**src/rtl/spi_flash_burst_reader.sv**
```systemverilog
// Burst reader for SPI flash/EEPROM: sends command, address and dummy cycles,
// then assembles MISO MSB-first into WORD_W-bit words until the length is reached or cancelled.
module spi_flash_burst_reader #(
    parameter int         ADDR_W         = 24,
    parameter logic [7:0] CMD            = 8'h03,
    parameter int         DUMMY_CYCLES   = 1,
    parameter int         WORD_W         = 32,
    parameter int         LEN_W          = 16,
    parameter int         CS_HIGH_CYCLES = 2
) (
    input  logic              clk,
    input  logic              rst,
    input  logic [ADDR_W-1:0] IN_addr,
    input  logic [LEN_W-1:0]  IN_len,
    input  logic              IN_read,
    input  logic              IN_cancel,
    output logic              OUT_ready,
    output logic              OUT_busy,
    output logic [WORD_W-1:0] OUT_word,
    output logic              OUT_word_valid,
    output logic              OUT_done,
    output logic              OUT_sclk,
    output logic              OUT_cs,
    output logic              OUT_mosi,
    input  logic              IN_miso
);

    localparam logic [2:0] S_IDLE  = 3'd0;
    localparam logic [2:0] S_CMD   = 3'd1;
    localparam logic [2:0] S_ADDR  = 3'd2;
    localparam logic [2:0] S_DUMMY = 3'd3;
    localparam logic [2:0] S_DATA  = 3'd4;
    localparam logic [2:0] S_GUARD = 3'd5;

    localparam int TX_W    = 8 + ADDR_W;
    localparam int MAX_1   = (ADDR_W > WORD_W) ? ADDR_W : WORD_W;
    localparam int MAX_2   = (DUMMY_CYCLES > CS_HIGH_CYCLES) ? DUMMY_CYCLES : CS_HIGH_CYCLES;
    localparam int MAX_3   = (MAX_1 > MAX_2) ? MAX_1 : MAX_2;
    localparam int CNT_MAX = (MAX_3 > 8) ? MAX_3 : 8;
    localparam int CNT_W   = $clog2(CNT_MAX + 1);

    logic [2:0]        state_q, state_d;
    logic [CNT_W-1:0]  cnt_q, cnt_d;
    logic [TX_W-1:0]   tx_q, tx_d;
    logic [WORD_W-1:0] rx_q, rx_d;
    logic [LEN_W-1:0]  len_q, len_d;
    logic [LEN_W-1:0]  wcnt_q, wcnt_d;
    logic [WORD_W-1:0] word_q, word_d;
    logic              valid_q, valid_d;
    logic              done_q, done_d;
    logic              cs_q, cs_d;
    logic              mosi_q, mosi_d;
    logic              mosi_fall_q;

    always_comb begin
        // NOTE: every signal gets a default before the case so no path leaves it unassigned (no latches).
        state_d = state_q;
        cnt_d   = cnt_q;
        tx_d    = tx_q;
        rx_d    = rx_q;
        len_d   = len_q;
        wcnt_d  = wcnt_q;
        word_d  = word_q;
        valid_d = 1'b0;
        done_d  = 1'b0;

        case (state_q)
            S_IDLE: begin
                if (IN_read) begin
                    state_d = S_CMD;
                    cnt_d   = '0;
                    tx_d    = {CMD, IN_addr};
                    len_d   = IN_len;
                    wcnt_d  = '0;
                end
            end
            S_CMD, S_ADDR: begin
                tx_d = tx_q << 1;
                if (IN_cancel) begin
                    state_d = S_GUARD;
                    cnt_d   = '0;
                end else if (state_q == S_CMD && cnt_q == CNT_W'(7)) begin
                    state_d = S_ADDR;
                    cnt_d   = '0;
                end else if (state_q == S_ADDR && cnt_q == CNT_W'(ADDR_W - 1)) begin
                    state_d = S_DUMMY;
                    cnt_d   = '0;
                end else begin
                    cnt_d = cnt_q + CNT_W'(1);
                end
            end
            S_DUMMY: begin
                if (IN_cancel) begin
                    state_d = S_GUARD;
                    cnt_d   = '0;
                end else if (cnt_q == CNT_W'(DUMMY_CYCLES - 1)) begin
                    state_d = S_DATA;
                    cnt_d   = '0;
                end else begin
                    cnt_d = cnt_q + CNT_W'(1);
                end
            end
            S_DATA: begin
                rx_d = {rx_q[WORD_W-2:0], IN_miso};
                if (cnt_q == CNT_W'(WORD_W - 1)) begin
                    // A word completing on a cancel cycle is still delivered.
                    cnt_d   = '0;
                    word_d  = rx_d;
                    valid_d = 1'b1;
                    wcnt_d  = wcnt_q + LEN_W'(1);
                    if (len_q != '0 && wcnt_d == len_q) begin
                        done_d  = 1'b1;
                        state_d = S_GUARD;
                    end
                end else begin
                    cnt_d = cnt_q + CNT_W'(1);
                end
                if (IN_cancel) begin
                    state_d = S_GUARD;
                    cnt_d   = '0;
                end
            end
            S_GUARD: begin
                if (cnt_q == CNT_W'(CS_HIGH_CYCLES - 1)) begin
                    state_d = S_IDLE;
                    cnt_d   = '0;
                end else begin
                    cnt_d = cnt_q + CNT_W'(1);
                end
            end
            default: begin
                state_d = S_IDLE;
                cnt_d   = '0;
            end
        endcase

        // Outputs for the cycle being entered are derived from the next state.
        cs_d   = !(state_d inside {S_CMD, S_ADDR, S_DUMMY, S_DATA});
        mosi_d = (state_d == S_CMD || state_d == S_ADDR) ? tx_d[TX_W-1] : 1'b0;
    end

    always_ff @(posedge clk or negedge rst) begin
        if (!rst) begin
            state_q <= S_IDLE;
            cnt_q   <= '0;
            tx_q    <= '0;
            rx_q    <= '0;
            len_q   <= '0;
            wcnt_q  <= '0;
            word_q  <= '0;
            valid_q <= 1'b0;
            done_q  <= 1'b0;
            cs_q    <= 1'b1;
            mosi_q  <= 1'b0;
        end else begin
            // NOTE: non-blocking assignments so every flop samples pre-edge values.
            state_q <= state_d;
            cnt_q   <= cnt_d;
            tx_q    <= tx_d;
            rx_q    <= rx_d;
            len_q   <= len_d;
            wcnt_q  <= wcnt_d;
            word_q  <= word_d;
            valid_q <= valid_d;
            done_q  <= done_d;
            cs_q    <= cs_d;
            mosi_q  <= mosi_d;
        end
    end

    // Half-cycle relaunch keeps MOSI stable around the flash's rising-edge sample point.
    always_ff @(negedge clk or negedge rst) begin
        if (!rst) begin
            mosi_fall_q <= 1'b0;
        end else begin
            mosi_fall_q <= mosi_q;
        end
    end

    assign OUT_ready      = (state_q == S_IDLE);
    assign OUT_busy       = (state_q != S_IDLE);
    assign OUT_word       = word_q;
    assign OUT_word_valid = valid_q;
    assign OUT_done       = done_q;
    assign OUT_sclk       = clk;
    assign OUT_cs         = cs_q;
    assign OUT_mosi       = mosi_fall_q;

endmodule

```
**config.mk**
```make
export PLATFORM = sky130hd
export DESIGN_NAME = spi_flash_burst_reader
export DESIGN_NICKNAME = d
export VERILOG_FILES = /design/src/rtl/spi_flash_burst_reader.sv
export SDC_FILE = /design/constraint.sdc
export NUM_CORES = 1
export LEC_CHECK = 0
export BUFFER_PORTS_ARGS = -buffer_cell sky130_fd_sc_hd__buf_2
export CAP_MARGIN = 20
export CORE_MARGIN = 5
export CORE_UTILIZATION = 40
export DETAILED_ROUTE_END_ITERATION = 7
export PLACE_DENSITY = 0.7
export SLEW_MARGIN = 25
export SYNTH_ARGS = -nofsm -noshare
export SYNTH_HDL_FRONTEND = slang
export SYNTH_SLANG_ARGS = --single-unit
```
**constraint.sdc**
```tcl
create_clock -name clk -period 5.1 [get_ports clk]
set_clock_uncertainty 0.05 [all_clocks]
set_input_delay 1.53 -clock clk [delete_from_list [all_inputs] [get_ports clk]]
set_output_delay 1.53 -clock clk [all_outputs]
set_load 0.03 [all_outputs]
```
Yosys cells after proc, flatten, opt, wreduce, memory -nomap -nowiden
Cells that the tools add are included.
{ "word_totals": {"reg_bits": 141, "latch_bits": 0, "ram_bits": 0, "mem_bits_ro": 0, "out_inout_bits": 39, "wordCells": 80, "mem_count": 0} }
{ "classes": {"add_sub_neg": 2, "mul": 0, "div_mod_pow": 0, "order_cmp": 0, "n_eq_ne": 16, "n_shift": 0, "mux": 32, "bitwise_logic": 0, "reduce_logical": 17} }
{ "op_table": {"columns": ["operator", "n"], "rows": [
  ["case mux 32 bit (2 select lines)", 1],
  ["two-way mux 6 bit", 9],
  ["two-way mux 16 bit", 2],
  ["two-way mux 32 bit", 1],
  ["case mux 16 bit (2 select lines)", 1],
  ["two-way mux 3 bit", 10],
  ["case mux 6 bit (5 select lines)", 1],
  ["adder 16 x 1 -> 16 bit, second input constant", 1],
  ["== test 16 bit", 1],
  ["nonzero test 16 bit", 1],
  ["case mux 3 bit (5 select lines)", 1],
  ["== test 3 x 2 -> 1 bit, second input constant", 4],
  ["== test 6 x 5 -> 1 bit, second input constant", 2],
  ["== test 3 bit, second input constant", 3],
  ["adder 6 x 1 -> 6 bit, second input constant", 1],
  ["== test 3 x 1 -> 1 bit, second input constant", 2],
  ["== test 6 x 1 -> 1 bit, second input constant", 1],
  ["== test 6 x 3 -> 1 bit, second input constant", 1],
  ["zero test 6 bit", 1],
  ["two-way mux 1 bit", 6],
  ["AND reduction 2 bit", 3],
  ["inequality test 2 bit, second input constant", 2],
  ["nonzero test 2 bit", 2],
  ["nonzero test 4 bit", 1],
  ["7 further kinds", 9]
]} }

Depth between registers and ports, before layout
{ "logic_depth": {"ltp_word": 10, "ltp_mapped": 9} }

==> results.ini <==
[die]
fp.dieH_um=138
rows=46
core_area_um2=16000
die-area_um2=19100
start_util_pct=41.0
die_x_um=138
io_pins=84

[yosys]
ys.flop_type=dfrtp_1
synthDistinctLibCells=57
synth-edff-count=0
syn_inst=746
synth_async_sr_flop_share_pct=100
syn_avg_cell_area_um2=8.79
syn_area_um2=6560
yosysWarningCount=0
seq_area_frac_synth_pct=53.8
syn-num-nets=795
ys_ff_latch=141

[timing]
slew_headroom_pct=39.1
finalSetupViolCount=1
rsz0062_at_grt=true
timing.hold.ws_ns=0.406
setup_tns_ns=-0.0829
final-hold-violation-count=0
worstMarginPinSlew_ns=0.914
slew_viol_final=0
layout_setup_ws_ns=-0.0829

[run]
maxCapViolations=0

[power_and_ir_drop]
ir_drop_mv=0.379
p_total_mw=4.19
powerDensity_nw_per_um2=534
power_leakage_nw=4.09

[clock_tree]
cts_hold_buf=0
cts_tree=built
ctsResizeCount=2
post_cts_buffers=0
clk_latency_ns=0.53
path_clk_slew_ns=0.06

[run_status]
outcome=finished with violations
violations=setup timing

[drt]
top_layer=met4
drt_pre_antenna_iters=5
drtIter0Drc=376
met3_length_um=949
wl_met1_mm=6.66
via_per_inst=5.11
drt-wirelength-per-cell_um=14.5
drt_wl_total_mm=15.2
vias=5342
route.detailed.drc=0
route.met2.wl_mm=7.19
postRouteAntennaNets=0

[critical_path]
cp-start-kind=flop
crit_type=flop to output pin
endpoint_kind=output pin
critPathMaxFanout=1
worstPathCellList=buf_6
r2r-start=wcnt_q[4]$_DFFE_PN0P_
slowest_stage=dfrtn_1
arrival_ns=3.60
slowest_delay_ns=0.40
cp.required_ns=3.52
cp-startpoint=OUT_mosi$_DFF_NN0_
path_delay_family=flip-flops
cp.buffers_inverters=1

[global_routing]
grt_pass1_wl_mm=26.2
grt-ovfl-total=0
grt_pass1_vias=5276
grtUsageTotal_pct=16.4
antenna_found_initial=0
grt_max_degree=78

[final_layout]
diodes=0
regArea_um2=3530
nets=865
nFillCells=1523
multiInputGateArea_um2=2790
area_growth_syn_to_layout_pct=19.7
drive_above_1_share_pct=17.4
finalNonFillerCells=1045

[placed_design]
place_congestion=0.890
post-dp-hpwl_mm=9.82
dp.cells=1010
numPortBuffers=83

[hold_path]
hold_start=OUT_word[28]$_DFFE_PN0P_
holdCritPathClass=flop to flop

[final timing paths]
kind / end / slack, ns / depth (start not counted)
max: OUT_mosi / -0.08 / 1
min: OUT_word[28]$_DFFE_PN0P_ / 0.41 / 2
max reg2reg: OUT_cs$_DFF_PN1_ / 1.83 / 7
min reg2reg: OUT_word[28]$_DFFE_PN0P_ / 0.41 / 2
max in group asynchronous: OUT_mosi$_DFF_NN0_ / 1.74 / 1
min in group asynchronous: tx_q[5]$_DFFE_PN0P_ / 1.12 / 2
[cells by family after synthesis]
logic type      synth area share (%)
buf+inv                         3.91
fa+ha+maj                      0.763
mux                            0.153
compound gates                  11.9
flops                           53.8
simple gates                    26.7
xor+xnor                        2.80
[per-layer routing]
metal / vias to the layer above / track usage (%)
li1: 2621 / -
met1: 2534 / 21.5
met2: 152 / 25.7
met3: 35 / 4.79
met4: 0 / 6.71
met5: - / 0
[cell type report]
type,instances,share of cell area (%)
multi-input combinational,550,35.5
tap,216,3.44
timing repair buffer,90,6.20
sequential,141,45.0
inverter,12,0.574
clock buffer,22,6.62
clock inverter,14,2.71
[stage by stage]
| step | instance area [um^2] | setup WS [ns] | utilization [%] |
|---|---|---|---|
| final | 7850 | -0.0829 | 49.1 |
| after global routing | 7850 | -0.108 | 49.1 |
| after detailed placement | 7110 | 0.425 | 44.4 |
| after CTS | 7850 | -0.0947 | 49.0 |
| after floorplan | 6560 | 0.437 | - |
| after global placement | 7110 | 0.420 | 44.4 |
[flip-flops by register name, indices dropped and copies added (netlist names), 3 cells and up]
signal	flops
rx_q	31
wcnt_q	16
cnt_q	6
tx_q	32
state_q	3
len_q	16
OUT_word	32
[where the power goes]
part / total (mW) / switching, mW / internal (mW)
clock network: 1.51 / 0.519 / 0.988
registers: 1.64 / 0.250 / 1.39
logic: 1.05 / 0.656 / 0.392
[synthesized netlist by cell type (all sizes together) (4+ instances only)]
| cell | instances | area (um^2) |
|---|---|---|
| nand2 | 308 | 1160 |
| dfrtp | 139 | 3480 |
| clkbuf | 35 | 161 |
| o21ai | 33 | 165 |
| nor2 | 32 | 120 |
| a22oi | 25 | 188 |
| a21oi | 18 | 90.1 |
| xnor2 | 14 | 123 |
| inv | 12 | 45.0 |
| nand3 | 12 | 60.1 |
| nor4 | 10 | 77.6 |
| a22o | 8 | 70.1 |
| buf | 8 | 50.0 |
| nand4 | 8 | 80.1 |
| xor2 | 7 | 61.3 |
| nor3 | 6 | 30.0 |
| a21o | 5 | 37.5 |
| and2 | 5 | 31.3 |
| and3 | 5 | 32.5 |
| ha | 4 | 50.1 |
| nor3b | 4 | 30.0 |
| o31ai | 4 | 30.0 |
| or2 | 4 | 25.0 |
[cell usage in the layout (no fill, tap or decap), types with 5 or more instances in the layout]
| cell | count |
|---|---|
| a21o_1 | 5 |
| a21oi_1 | 18 |
| a22o_1 | 8 |
| a22oi_1 | 25 |
| and2_1 | 5 |
| buf_2 | 81 |
| buf_4 | 7 |
| bufinv_16 | 5 |
| clkbuf_16 | 20 |
| dfrtp_1 | 139 |
| inv_1 | 12 |
| nand2_1 | 308 |
| nand3_1 | 12 |
| nand4_1 | 6 |
| nor2_1 | 29 |
| nor3_1 | 6 |
| nor4_1 | 9 |
| o21ai_0 | 33 |
| xnor2_1 | 14 |
| xor2_1 | 7 |
Power figures use the tool's default switching activity.
